<file path="config.mk">
export PLATFORM = sky130hd
export DESIGN_NAME = gbus_wr_arbiter
export DESIGN_NICKNAME = d
export VERILOG_FILES = /design/src/rtl/gbus_wr_arbiter.sv
export SDC_FILE = /design/constraint.sdc
export NUM_CORES = 1
export LEC_CHECK = 0
export CAP_MARGIN = 40
export CORE_AREA = 3 3 167 169
export CTS_BUF_LIST = sky130_fd_sc_hd__clkbuf_16
export CTS_CLUSTER_SIZE = 8
export DETAILED_ROUTE_END_ITERATION = 10
export DIE_AREA = 0 0 170 172
export HOLD_SLACK_MARGIN = 0.08
export PLACE_DENSITY_LB_ADDON = 0.08
export SETUP_SLACK_MARGIN = 0.3
export SYNTH_ARGS = -nofsm -noshare
export SYNTH_HDL_FRONTEND = slang
export SYNTH_SLANG_ARGS = --single-unit
</file>
<file path="constraint.sdc">
create_clock -name clk -period 4.7 [get_ports clk]
set_clock_uncertainty 0.15 [all_clocks]
set_input_delay 0.94 -clock clk [delete_from_list [all_inputs] [get_ports clk]]
set_output_delay 0.94 -clock clk [all_outputs]
set_load 0.01 [all_outputs]
</file>
<file path="src/rtl/gbus_wr_arbiter.sv">
// gbus_wr_arbiter: round-robin write arbiter that lets one of REQ_NUM
// requesters own the global bus for a burst and forwards each accepted beat
// as a registered one-hot write to the destination core.
//
// Ports:
//   clk, rstn            clock, asynchronous active-low reset
//   cfg_max_burst        max beats per grant (0 means 256), sampled at grant
//   req_valid/req_last   per-requester beat valid and last-beat flags
//   req_ready            per-requester beat-accept strobe (combinational)
//   req_core/addr/data   per-requester destination core, address, data
//   core_almost_full     per-core backpressure
//   gbus_wen/addr/wdata  registered one-hot bus write
//   grant_id, busy       current owner and burst-active flag
//   perf_beats, perf_stall  saturating counters, present only when
//                           GBUS_ARB_PERF_EN is defined
module gbus_wr_arbiter #(
   parameter int unsigned REQ_NUM   = 4,
   parameter int unsigned CORE_NUM  = 8,
   parameter int unsigned GBUS_DATA = 64,
   parameter int unsigned GBUS_ADDR = 12
) (
   input  logic                                  clk,
   input  logic                                  rstn,
   input  logic [7:0]                            cfg_max_burst,
   input  logic [REQ_NUM-1:0]                    req_valid,
   input  logic [REQ_NUM-1:0]                    req_last,
   output logic [REQ_NUM-1:0]                    req_ready,
   input  logic [REQ_NUM*$clog2(CORE_NUM)-1:0]   req_core,
   input  logic [REQ_NUM*GBUS_ADDR-1:0]          req_addr,
   input  logic [REQ_NUM*GBUS_DATA-1:0]          req_data,
   input  logic [CORE_NUM-1:0]                   core_almost_full,
   output logic [CORE_NUM-1:0]                   gbus_wen,
   output logic [GBUS_ADDR-1:0]                  gbus_addr,
   output logic [GBUS_DATA-1:0]                  gbus_wdata,
   output logic [$clog2(REQ_NUM)-1:0]            grant_id,
   output logic                                  busy
`ifdef GBUS_ARB_PERF_EN
   ,
   output logic [REQ_NUM*32-1:0]                 perf_beats,
   output logic [31:0]                           perf_stall
`endif
);

   localparam int unsigned CW  = $clog2(CORE_NUM);
   localparam int unsigned GW  = $clog2(REQ_NUM);
   localparam int unsigned GW1 = GW + 1;
   localparam int unsigned BW  = 9;

   typedef enum logic [0:0] {S_IDLE, S_BURST} state_t;

   state_t                state_q, state_d;
   logic [GW-1:0]         rr_q, rr_d;
   logic [GW-1:0]         grant_d;
   logic [BW-1:0]         cnt_q, cnt_d;
   logic [BW-1:0]         max_q, max_d;
   logic                  busy_d;
   logic [CORE_NUM-1:0]   wen_d;
   logic [GBUS_ADDR-1:0]  addr_d;
   logic [GBUS_DATA-1:0]  data_d;

   logic                  own_valid, own_last, own_ok, own_af;
   logic [CW-1:0]         own_core;
   logic [CORE_NUM-1:0]   own_onehot;
   logic [GBUS_ADDR-1:0]  own_addr;
   logic [GBUS_DATA-1:0]  own_data;
   logic                  accept;

   logic [REQ_NUM-1:0]    rot;
   logic [GW-1:0]         off;
   logic [GW:0]           sum;
   logic [GW-1:0]         pick;

   // Mux out the current owner's request fields and decode its core.
   always_comb begin
      own_valid  = 1'b0;
      own_last   = 1'b0;
      own_core   = '0;
      own_addr   = '0;
      own_data   = '0;
      own_ok     = 1'b0;
      own_af     = 1'b0;
      own_onehot = '0;
      for (int i = 0; i < REQ_NUM; i++) begin
         if (GW'(i) == grant_id) begin
            own_valid = req_valid[i];
            own_last  = req_last[i];
            own_core  = req_core[i*CW +: CW];
            own_addr  = req_addr[i*GBUS_ADDR +: GBUS_ADDR];
            own_data  = req_data[i*GBUS_DATA +: GBUS_DATA];
         end
      end
      // An out-of-range core matches no entry, so own_ok stays low.
      for (int c = 0; c < CORE_NUM; c++) begin
         if (CW'(c) == own_core) begin
            own_ok        = 1'b1;
            own_af        = core_almost_full[c];
            own_onehot[c] = 1'b1;
         end
      end
   end

   // Round-robin pick: rotate valids so rr_q sits at bit 0, take lowest set bit.
   always_comb begin
      rot = REQ_NUM'({req_valid, req_valid} >> rr_q);
      off = '0;
      for (int k = REQ_NUM - 1; k >= 0; k--) begin
         if (rot[k]) off = GW'(k);
      end
      sum = {1'b0, rr_q} + {1'b0, off};
      if (sum >= GW1'(REQ_NUM)) sum = sum - GW1'(REQ_NUM);
      pick = sum[GW-1:0];
   end

   // Next-state and output logic.
   always_comb begin
      state_d   = state_q;
      rr_d      = rr_q;
      grant_d   = grant_id;
      cnt_d     = cnt_q;
      max_d     = max_q;
      busy_d    = busy;
      wen_d     = '0;
      addr_d    = gbus_addr;
      data_d    = gbus_wdata;
      req_ready = '0;
      accept    = 1'b0;
      case (state_q)
         S_IDLE: begin
            if (|req_valid) begin
               grant_d = pick;
               max_d   = (cfg_max_burst == 8'd0) ? 9'd256 : {1'b0, cfg_max_burst};
               cnt_d   = '0;
               busy_d  = 1'b1;
               state_d = S_BURST;
            end
         end
         S_BURST: begin
            accept = own_valid & own_ok & ~own_af;
            for (int i = 0; i < REQ_NUM; i++) begin
               req_ready[i] = accept && (GW'(i) == grant_id);
            end
            if (accept) begin
               wen_d  = own_onehot;
               addr_d = own_addr;
               data_d = own_data;
               cnt_d  = cnt_q + 9'd1;
               if (own_last || (cnt_d == max_q)) begin
                  state_d = S_IDLE;
                  busy_d  = 1'b0;
                  cnt_d   = '0;
                  rr_d    = (grant_id == GW'(REQ_NUM - 1)) ? '0 : grant_id + GW'(1);
               end
            end
         end
         default: state_d = S_IDLE;
      endcase
   end

   // State and registered outputs.
   always_ff @(posedge clk or negedge rstn) begin
      if (!rstn) begin
         state_q    <= S_IDLE;
         rr_q       <= '0;
         cnt_q      <= '0;
         max_q      <= '0;
         grant_id   <= '0;
         busy       <= 1'b0;
         gbus_wen   <= '0;
         gbus_addr  <= '0;
         gbus_wdata <= '0;
      end else begin
         state_q    <= state_d;
         rr_q       <= rr_d;
         cnt_q      <= cnt_d;
         max_q      <= max_d;
         grant_id   <= grant_d;
         busy       <= busy_d;
         gbus_wen   <= wen_d;
         gbus_addr  <= addr_d;
         gbus_wdata <= data_d;
      end
   end

`ifdef GBUS_ARB_PERF_EN
   logic stall;
   assign stall = (state_q == S_BURST) & own_valid & own_ok & own_af;

   // Saturating per-requester beat counters and owner stall counter.
   always_ff @(posedge clk or negedge rstn) begin
      if (!rstn) begin
         perf_beats <= '0;
         perf_stall <= '0;
      end else begin
         for (int i = 0; i < REQ_NUM; i++) begin
            if (req_ready[i] && (perf_beats[i*32 +: 32] != 32'hFFFF_FFFF)) begin
               perf_beats[i*32 +: 32] <= perf_beats[i*32 +: 32] + 32'd1;
            end
         end
         if (stall && (perf_stall != 32'hFFFF_FFFF)) perf_stall <= perf_stall + 32'd1;
      end
   end
`endif

endmodule

</file>
==> run_results.csv <==
group,metric,value,unit
synth,synthFlopType,"dfrtp_1",
die,fp.dieArea,0.0292,sq mm
synth,netlist_area,0.00785,sq mm
timing,slew_viol_final,0,
timing,fin_crit_sh,0.920,
cells_and_area,fin_nets,1745,
synth,async_flop_share,1.00,
worst_setup_path,start_kind,"input port",
global_route,met1_usage,0.263,
clock_network,cts_tree,"done",
synth,ys_ff_latch,108,
detailed_routing,route.detailed.drc,0,
synth,synthXorXnorAreaFrac,0.0100,
detailed_routing,wl_per_cell,18.9,um
global_route,grt_pass1_vias,7971,
hold_path,hp-class,"in2async",
worst_setup_path,arrival,3.23,ns
clock_network,clockRootBuffer,"clkbuf_16",
synth,yosysUniqueCellTypes,59,
placement,gp_congestion,0.837,
global_route,use_met2,0.373,
synth,synth_compound_area_frac,0.201,
cells_and_area,final-seq-area,0.00270,sq mm
global_route,grt.busiest_layer,"met2",
die,num_io_pins,433,
synth,yosysWarnings,0,
die,die_w,170,um
worst_setup_path,cp_max_fo,5,
cells_and_area,post-route-util,0.481,
synth,yosys.area_share.adder,0.00956,
synth,synth.avg_cell_area,7.81,sq um
clock_network,h-tree-depth,3,
timing,rsz0062_at_grt,"false",
clock_network,numCtsBuffers,9,
worst_setup_path,end_kind,"output pin",
cells_and_area,multi_input_area,0.00478,sq mm
detailed_routing,antenna_left,0,
timing,period_minus_slack,4.32,ns
power,power.density,604,mW/mm^2
detailed_routing,drt_first_pass_iters,5,
synth,synth.area.mux_share,0.157,
flow_run,cap_violations,0,
worst_setup_path,cp.required,3.61,ns
synth,ys_seq_area_frac,0.344,
synth,synthSimpleGateAreaFrac,0.222,
global_route,gr-usage-all-layers,0.212,
clock_network,hold_buffers,0,
cells_and_area,drive_gt1_frac,0.104,
detailed_routing,routed_wl,33.0,mm
synth,syn_nets,1354,
power,fin_total_pwr,7.76,mW
worst_setup_path,critical_path_class,"in2out",
die,start_util,0.294,
clock_network,clk_pin_slew,0.08,ns
timing,slew_headroom,0.437,
global_route,grt_pass1_wl,47.9,mm
global_route,grtUsageMet3,0.0519,
global_route,antenna_found_initial,2,
die,rows,60,
placement,dp_hpwl,24.8,mm
timing,setup_viol,0,
synth,postSynthCellCount,1006,
timing,max_freq,231,MHz
cells_and_area,syn_to_final_growth,63.7,%
clock_network,cts.sinks,108,
status,status,"finished clean",
clock_network,cts.path.max_buffers,2,
clock_network,worstSkewPairLatency,0.36,ns
power,total_leakage_power,5.43,nW
cells_and_area,fillerInstances,2655,
power,ir_drop,0.346,mV
global_route,grt_max_degree,84,
detailed_routing,via_per_inst,4.77,
synth,synth_top_family_by_area,"simple AND/OR/NAND/NOR gates",
timing,finalHoldViolCount,0,
detailed_routing,vias,8335,
global_route,grt_overflow,0,
placement,port-buffer-count,432,
timing,worst_pin_slew,0.845,ns
worst_setup_path,r2r_cells,12,
detailed_routing,dr.first_iter.drc_count,501,
die,core_area,0.0267,sq mm
die,die_y,172,um
synth,synth_edf_count,0,
-- cell families after synthesis --
| kind of cell | count (synthesis) |
|---|---|
| compound gates | 286 |
| xor+xnor | 9 |
| fa+ha+maj | 6 |
| buf+inv | 95 |
| flops | 108 |
| mux | 85 |
| simple gates | 417 |
-- synth_stat cells (8+ instances only) --
| library cell | n | share of area |
|---|---|---|
| buf_1 | 9 | 0.0043 |
| a21oi_1 | 158 | 0.10 |
| nor2_1 | 159 | 0.076 |
| nor3_1 | 8 | 0.0051 |
| buf_6 | 10 | 0.014 |
| nand4_1 | 10 | 0.0080 |
| nand2_1 | 196 | 0.094 |
| dfrtp_1 | 108 | 0.34 |
| mux2_4 | 76 | 0.15 |
| clkbuf_1 | 61 | 0.029 |
| o21ai_0 | 88 | 0.056 |
| inv_1 | 8 | 0.0038 |
-- worst max-delay path: stages --
cell and delay (ns):
clkdlybuf4s50_1 0.52, nand3b_4 0.09, a311oi_4 0.30, buf_4 0.19, mux2i_1 0.19, mux2i_1 0.12
or3_4 0.39, nand2_8 0.11, and2_1 0.12, dlygate4sd2_1 0.26
-- flip-flops by register name, indices dropped and copies added, names as in the netlist --
register    cells
rr_q            2
grant_id        2
gbus_wdata     64
gbus_wen        8
max_q           9
state_q         1
gbus_addr      12
busy            1
cnt_q           9
-- metrics by stage --
step                worst slack (ns)  instance area [sq um]  std cells  setup TNS (ns)  hold WS (ns)
finish                         0.377                  12900       1746               0         0.240
floorplan                      0.876                   7850       1006               0         0.316
global route                   0.294                  12900       1745               0         0.234
detailed placement            -0.146                  12500       1722          -0.420         0.329
CTS                            0.310                  12800       1741               0         0.226
global placement              -0.105                  12500       1720          -0.262         0.337
-- per-layer routing --
metal	part of all wire	vias up
met5	0	-
met4	0.019	0
met3	0.071	26
met2	0.49	299
met1	0.42	3770
li1	-	4240
-- area by class of cell --
type / count / share of cell area
clock inverters: 7 / 0.00457
multi-input cells: 803 / 0.372
inverters: 9 / 0.00263
well taps: 341 / 0.0332
repair buffers: 466 / 0.359
diodes: 3 / 0.000584
clock buffers: 9 / 0.0175
flip-flops and latches: 108 / 0.210
-- worst paths after layout --
| path | from | to | slack [ns] |
|---|---|---|---|
| min in group clk | busy | busy | 0.35 |
| worst max-delay path | req_core[1] | req_ready[2] | 0.38 |
| worst min register to register | busy | busy | 0.35 |
| max in group asynchronous | rstn | gbus_wdata[52] | 3.23 |
| worst min-delay path | rstn | gbus_wdata[31] | 0.24 |
| worst max register to register | grant_id[1] | gbus_wdata[63] | 0.77 |
-- report_power, final --
| group | total [mW] | switching [mW] | internal [mW] |
|---|---|---|---|
| registers | 1.61 | 0.275 | 1.33 |
| logic | 5.39 | 2.66 | 2.73 |
| clock network | 0.764 | 0.395 | 0.370 |
-- what timing repair did --
action | CTS | global route
hold endpoints to repair | 0 | 0
buffers inserted | 3 | 2
gates resized for setup | 6 | 6
pin swaps | 1 | 2
endpoints found under the setup margin | 4 | 4
-- layout by cell type, fill, tap and decap left out, types with 3 or more instances in the layout --
cell,count
dfrtp_1,108
xor2_1,4
nand3_1,7
o221ai_1,6
xnor2_1,5
nand2_1,196
mux2i_1,6
nor2_1,159
ha_4,4
nand4_1,10
nor3_1,8
a21o_1,3
clkbuf_16,9
buf_4,31
and3_1,6
diode_2,3
mux2_4,76
o21ai_0,88
a21oi_1,158
and2_1,7
nor4_1,4
clkdlybuf4s50_1,427
inv_1,8
a21boi_0,3
o211ai_1,4
Note: power is estimated with default switching activity, not from simulation.
